File: src/rtl/mem_port_arbiter.sv
// Shares one data-memory port between instruction fetch and load/store.
// Round-robin on conflict, one outstanding transaction, RISC-V lane handling.
module mem_port_arbiter #(
    parameter int Width = 32
) (
    input  logic             clk,
    input  logic             rst,
    input  logic             if_req,
    input  logic [Width-1:0] if_addr,
    output logic             if_gnt,
    output logic             if_rvalid,
    output logic [Width-1:0] if_rdata,
    input  logic             ls_req,
    input  logic             ls_we,
    input  logic [2:0]       ls_op,
    input  logic [Width-1:0] ls_addr,
    input  logic [Width-1:0] ls_wdata,
    output logic             ls_gnt,
    output logic             ls_rvalid,
    output logic [Width-1:0] ls_rdata,
    output logic             ls_err,
    output logic             mem_req,
    output logic             mem_we,
    output logic [Width-1:0] mem_addr,
    output logic [3:0]       mem_be,
    output logic [Width-1:0] mem_wdata,
    input  logic             mem_gnt,
    input  logic             mem_rvalid,
    input  logic [Width-1:0] mem_rdata,
    output logic [1:0]       dbg_state
);

    // Handshake: a requester holds req until its gnt pulse; gnt, rvalid and
    // the request fields are only meaningful in the cycle they are high.
    localparam logic [1:0] ST_IDLE = 2'd0;
    localparam logic [1:0] ST_REQ  = 2'd1;
    localparam logic [1:0] ST_RESP = 2'd2;

    logic [1:0]       state_q, state_d;
    logic             last_ls_q, last_ls_d;
    logic             owner_ls_q, owner_ls_d;
    logic             we_q, we_d;
    logic [2:0]       op_q, op_d;
    logic [Width-1:0] addr_q, addr_d;
    logic [Width-1:0] wdata_q, wdata_d;
    logic             if_rvalid_q, if_rvalid_d;
    logic [Width-1:0] if_rdata_q, if_rdata_d;
    logic             ls_rvalid_q, ls_rvalid_d;
    logic [Width-1:0] ls_rdata_q, ls_rdata_d;
    logic             ls_err_q, ls_err_d;

    logic             pick_ls, pick_if, idle_grant;
    logic             ls_misaligned, ls_bad_op, ls_bad;
    logic             in_req;
    logic [3:0]       be_lat;
    logic [Width-1:0] wdata_lat;
    logic [Width-1:0] rd_shift, load_ext;

    // Fetch wins a conflict only when load/store was granted last.
    assign pick_ls    = ls_req && (!if_req || !last_ls_q);
    assign pick_if    = if_req && !pick_ls;
    assign idle_grant = rst && (state_q == ST_IDLE);
    assign if_gnt     = idle_grant && pick_if;
    assign ls_gnt     = idle_grant && pick_ls;

    always_comb begin
        ls_misaligned = 1'b0;
        case (ls_op[1:0])
            2'd1:    ls_misaligned = ls_addr[0];
            2'd2:    ls_misaligned = |ls_addr[1:0];
            default: ls_misaligned = 1'b0;
        endcase
        ls_bad_op = ls_we ? (ls_op > 3'd2)
                          : ((ls_op[1:0] == 2'd3) || (ls_op[2:1] == 2'b11));
        ls_bad    = ls_bad_op || ls_misaligned;
    end

    always_comb begin
        be_lat    = 4'b1111;
        wdata_lat = wdata_q;
        if (owner_ls_q) begin
            case (op_q[1:0])
                2'd0: begin
                    be_lat    = 4'b0001 << addr_q[1:0];
                    wdata_lat = {(Width/8){wdata_q[7:0]}};
                end
                2'd1: begin
                    be_lat    = addr_q[1] ? 4'b1100 : 4'b0011;
                    wdata_lat = {(Width/16){wdata_q[15:0]}};
                end
                default: begin
                    be_lat    = 4'b1111;
                    wdata_lat = wdata_q;
                end
            endcase
        end
    end

    always_comb begin
        rd_shift = mem_rdata >> {addr_q[1:0], 3'b000};
        case (op_q)
            3'd0:    load_ext = {{(Width-8){rd_shift[7]}}, rd_shift[7:0]};
            3'd1:    load_ext = {{(Width-16){rd_shift[15]}}, rd_shift[15:0]};
            3'd4:    load_ext = {{(Width-8){1'b0}}, rd_shift[7:0]};
            3'd5:    load_ext = {{(Width-16){1'b0}}, rd_shift[15:0]};
            default: load_ext = rd_shift;
        endcase
    end

    always_comb begin
        state_d     = state_q;
        last_ls_d   = last_ls_q;
        owner_ls_d  = owner_ls_q;
        we_d        = we_q;
        op_d        = op_q;
        addr_d      = addr_q;
        wdata_d     = wdata_q;
        if_rvalid_d = 1'b0;
        if_rdata_d  = '0;
        ls_rvalid_d = 1'b0;
        ls_rdata_d  = '0;
        ls_err_d    = 1'b0;
        case (state_q)
            ST_IDLE: begin
                if (pick_ls || pick_if) begin
                    last_ls_d = pick_ls;
                    // A rejected load/store never reaches memory; it answers next cycle.
                    if (pick_ls && ls_bad) begin
                        ls_rvalid_d = 1'b1;
                        ls_err_d    = 1'b1;
                    end else begin
                        state_d    = ST_REQ;
                        owner_ls_d = pick_ls;
                        we_d       = pick_ls && ls_we;
                        op_d       = pick_ls ? ls_op : 3'd2;
                        addr_d     = pick_ls ? ls_addr : if_addr;
                        wdata_d    = pick_ls ? ls_wdata : '0;
                    end
                end
            end
            ST_REQ: begin
                if (mem_gnt) state_d = ST_RESP;
            end
            ST_RESP: begin
                if (mem_rvalid) begin
                    state_d = ST_IDLE;
                    if (owner_ls_q) begin
                        ls_rvalid_d = 1'b1;
                        ls_rdata_d  = we_q ? '0 : load_ext;
                    end else begin
                        if_rvalid_d = 1'b1;
                        if_rdata_d  = mem_rdata;
                    end
                end
            end
            default: state_d = ST_IDLE;
        endcase
    end

    always_ff @(posedge clk) begin
        if (!rst) begin
            state_q     <= ST_IDLE;
            last_ls_q   <= 1'b0;
            owner_ls_q  <= 1'b0;
            we_q        <= 1'b0;
            op_q        <= 3'd0;
            addr_q      <= '0;
            wdata_q     <= '0;
            if_rvalid_q <= 1'b0;
            if_rdata_q  <= '0;
            ls_rvalid_q <= 1'b0;
            ls_rdata_q  <= '0;
            ls_err_q    <= 1'b0;
        end else begin
            state_q     <= state_d;
            last_ls_q   <= last_ls_d;
            owner_ls_q  <= owner_ls_d;
            we_q        <= we_d;
            op_q        <= op_d;
            addr_q      <= addr_d;
            wdata_q     <= wdata_d;
            if_rvalid_q <= if_rvalid_d;
            if_rdata_q  <= if_rdata_d;
            ls_rvalid_q <= ls_rvalid_d;
            ls_rdata_q  <= ls_rdata_d;
            ls_err_q    <= ls_err_d;
        end
    end

    // Memory-side fields are zero outside REQ so the port is quiet when idle.
    assign in_req    = (state_q == ST_REQ);
    assign mem_req   = in_req;
    assign mem_we    = in_req && we_q;
    assign mem_addr  = in_req ? {addr_q[Width-1:2], 2'b00} : '0;
    assign mem_be    = in_req ? be_lat : 4'b0000;
    assign mem_wdata = (in_req && we_q) ? wdata_lat : '0;

    assign if_rvalid = if_rvalid_q;
    assign if_rdata  = if_rdata_q;
    assign ls_rvalid = ls_rvalid_q;
    assign ls_rdata  = ls_rdata_q;
    assign ls_err    = ls_err_q;
    assign dbg_state = state_q;

endmodule

File: config.mk
export PLATFORM = sky130hd
export DESIGN_NAME = mem_port_arbiter
export DESIGN_NICKNAME = d
export VERILOG_FILES = /design/src/rtl/mem_port_arbiter.sv
export SDC_FILE = /design/constraint.sdc
export NUM_CORES = 1
export LEC_CHECK = 0
export ABC_AREA = 1
export BUFFER_PORTS_ARGS = -buffer_cell sky130_fd_sc_hd__buf_2
export CORE_UTILIZATION = 30
export CTS_BUF_LIST = sky130_fd_sc_hd__clkbuf_16
export DETAILED_ROUTE_END_ITERATION = 16
export MAX_ROUTING_LAYER = met4
export PLACE_DENSITY = 0.69
export SETUP_SLACK_MARGIN = 0.2
export SYNTH_ARGS = -nofsm -noshare
export SYNTH_HDL_FRONTEND = slang
export SYNTH_SLANG_ARGS = --single-unit
File: constraint.sdc
create_clock -name clk -period 1.6 [get_ports clk]
set_clock_uncertainty 0.15 [all_clocks]
set_input_delay 0.24 -clock clk [delete_from_list [all_inputs] [get_ports clk]]
set_output_delay 0.24 -clock clk [all_outputs]
set_load 0.01 [all_outputs]
==> impl_results.md <==
- Routed WL: between 30 and 40 mm
- First-pass GRT wire length: 43.2 mm
- Post-synthesis adder-cell area fraction: 0.00579
- GR Overflow Total: 0
- Worst VDD drop: around 0.00070 V
- Filler cells: 1508
- Post-synthesis cell count: 960
- CTS tree: built
- Synthesized area per cell: 6.76 µm²
- Mux contribution to synthesized area: 0
- GRT Total Usage: 0.259
- Layout Nets: 1545
- Sw power: 0.00400 W
- Clock Path Buffers: 2
- Vias per inst: 5.11
- Final Cycle Share: 1.42
- Initial antenna violation count: 0
- Clock power frac: 0.338
- Port buffer count: 276
- CTS Sinks: 139
- Worst setup margin: -0.678 ns
- Share of layout cells above drive strength 1: 0.579
- Global-route track usage on met3: 0.0416
- EDFF count, synth: 0
- Initial core utilization: 0.308
- Clk slew on worst S/H paths: 0.06 ns
- Chip width: roughly 150 µm
- Drt wl/cell: roughly 19 µm
- Post-route ant nets: 0
- Final GP Congestion: 0.931
- Multi-input gate area in the final layout: 5030 µm²
- R2R cell count: 11
- WP data required: 1.21 ns
- Simple-Gate Fraction of Synth Area: 0.311
- RSZ-0062 raised after global routing: yes
- DRT Pass-1 Iters: 8
- GRT met2 Usage: 0.441
- Status: finished with violations
- Max cap viols: 0
- Hold Path Depth: 3
- Compound-Gate Fraction of Synth Area: 0.133
- # IOs: 279
- Combinational share of power: 0.344
- Routed vias: roughly 8700
- Drt drc: 0
- Critical path type: reg -> out
- Post-synth top flop: dfxtp_1
- Final Max Slew Viols: 0
- Pint: 0.00785 W
- H-tree levels: 4
- Worst min path class: in -> reg
- Kind of end point of the critical path: primary output
- Setup crit start kind: flip-flop
- Ys Warns: 0
- Largest family of logic cells by synthesized area: simple AND/OR/NAND/NOR gates
- Final Non-Filler Cells: 1692
- Final setup fails: between 150 and 200
- Worst-Margin Slew: ~0.69 ns
- Sequential fraction of the synthesis area: 0.429
- Post-synthesis xor/xnor area fraction: 0
- Root buffer cell: clkbuf_16
- Sw Ratio: 0.338
- Arr. time, crit path: 1.89 ns
- Worst reg2reg setup slack: -0.42 ns
- Yosys cell types: 33
- Max Clk Rate: 0.439 GHz
- DP Wirelength: 16.9 mm
- Hold Violations, Final: 0
- Dpl ws: -0.121 ns
- Crit Path Max Fanout: 8
- Synth-to-layout area growth: 111%
- Row count: 53
- Detailed Route Iter0 Violations: approximately 570
- Async S/R FF share, synth: 0
- CTS buffer count: 17
- Die area: 22200 µm²
- Die Y: 149 µm
- Mapped Area: around 6500 µm²
- Most Crowded Layer GR: met2
- Worst-Skew Late Latency: between 0.4 and 0.5 ns
- Register area: 2800 µm²
- Post-synthesis register bit count: 139
- Final worst path period need: 2.28 ns
- Worst slew margin: 0.541
- PwrDens: 865 nW/µm²
- Failing checks: setup timing
- Leak Pwr: 6.11 nW
- # diodes: 0
- GR Util met1: 0.300
- Placed cells: 1507
- CORE AREA: about 21000 µm²
- Sequential share of power: 0.318
- Vias in the first global route: 8323
- Largest net degree at the start of global routing: just over 40
==> kinds of logic after synthesis <==
| family | after synthesis |
|---|---|
| compound gates | 160 |
| buf+inv | 177 |
| other cells | 1 |
| fa+ha+maj | 3 |
| simple gates | 480 |
| flops | 139 |
==> per-layer routing <==
| layer | vias to the layer above | part of all wire |
|---|---|---|
| met4 | 0 | 0.056 |
| met2 | 508 | 0.50 |
| met1 | 4061 | 0.38 |
| met5 | - | 0 |
| li1 | 3937 | - |
| met3 | 146 | 0.068 |
==> synth_stat cells, types with 2 or more instances <==
cell      instances  area, µm²
buf_2            26        130
o211ai_1         14        105
buf_4            12       90.1
dfxtp_1         139       2780
buf_6             5       56.3
inv_1           107        402
ha_1              3       37.5
nor2_2            4       25.0
a21oi_2           3       26.3
a21oi_1          98        490
a31oi_1           3       18.8
inv_2             7       26.3
nand2_2           5       31.3
nor2_1           92        345
clkbuf_1         19       71.3
nand3_1         103        515
nor2_8            2       40.0
nand2_1         267       1000
nor3_1            2       10.0
o21ai_0          36        180
==> critical path, stage by stage (launching register included) <==
cell and delay, ns:
dfxtp_2 0.34, inv_2 0.05, nor2_4 0.14, inv_2 0.09, nor2_4 0.23, nand2_1 0.20
nand3_1 0.14, nand2_1 0.07, inv_1 0.07, buf_2 0.14
==> power groups by stage <==
stage	logic [W]	registers, W	clock network (W)
after floorplan	0.00120	0.00377	0
after CTS	0.00328	0.00373	0.00403
after global placement	0.00191	0.00378	0
after detailed placement	0.00194	0.00379	0
final	0.00408	0.00377	0.00400
after global routing	0.00429	0.00378	0.00419
==> cells in the final DEF, fill, tap and decap left out, drive strengths merged, types with 2 or more instances in the layout <==
master and n:
nor2 99, or2 2, buf 412, o21ai 37, bufinv 2, o211ai 14, dlygate4sd3 67, dfxtp 139
conb 2, clkinv 6, inv 122, nand2 273, a31oi 3, ha 3, nor3 3, nand3 103
clkbuf 23, a21oi 101
==> path summary, 6_finish.rpt <==
kind                             start                       end
max            owner_ls_q$_SDFFE_PN0P_             mem_wdata[29]
min reg2reg    addr_q[24]$_SDFFE_PN0P_   addr_q[24]$_SDFFE_PN0P_
min                      mem_rdata[28]   if_rdata[28]$_SDFF_PP0_
max reg2reg  dbg_state[1]$_SDFFE_PN0P_  wdata_q[28]$_SDFFE_PN0P_
==> per-stage QoR <==
step / instance area [µm²] / TNS, ns / util / total power (W) / hold WS, ns
floorplan: 6820 / 0 / - / 0.00497 / 0.202
global placement: 8750 / -1.75 / 0.415 / 0.00570 / 0.297
detailed placement: 8750 / -6.14 / 0.415 / 0.00572 / 0.301
CTS: 12000 / -48.34 / 0.569 / 0.0110 / 0.00184
global route: 13700 / -66.25 / 0.650 / 0.0123 / 0.0164
finish: 13700 / -55.73 / 0.650 / 0.0119 / 0.0275
==> state kept, by name, indices dropped and copies added, names as in the netlist <==
register    count
if_rdata       32
if_rvalid       1
addr_q         32
we_q            1
last_ls_q       1
op_q            3
ls_rvalid       1
dbg_state       2
wdata_q        32
ls_err          1
ls_rdata       32
owner_ls_q      1
==> layout make-up <==
type | instances | share of cell area
Sequential cell | 139 | 0.204
Timing Repair Buffer | 485 | 0.327
Inverter | 115 | 0.0338
Multi-Input combinational cell | 645 | 0.367
Timing Repair inverter | 1 | 0.00119
Tap cell | 275 | 0.0251
Clock buffer | 17 | 0.0310
Clock inverter | 15 | 0.0117
==> timing repair <==
item,in CTS,in global routing
pin swaps,75,83
setup buffers,43,18
hold buffers,67,0
resized for setup,290,321
gates cloned,18,7
endpoints found under the hold margin,67,0
setup endpoints to repair,182,210
Note: power is estimated with default switching activity, not from simulation.
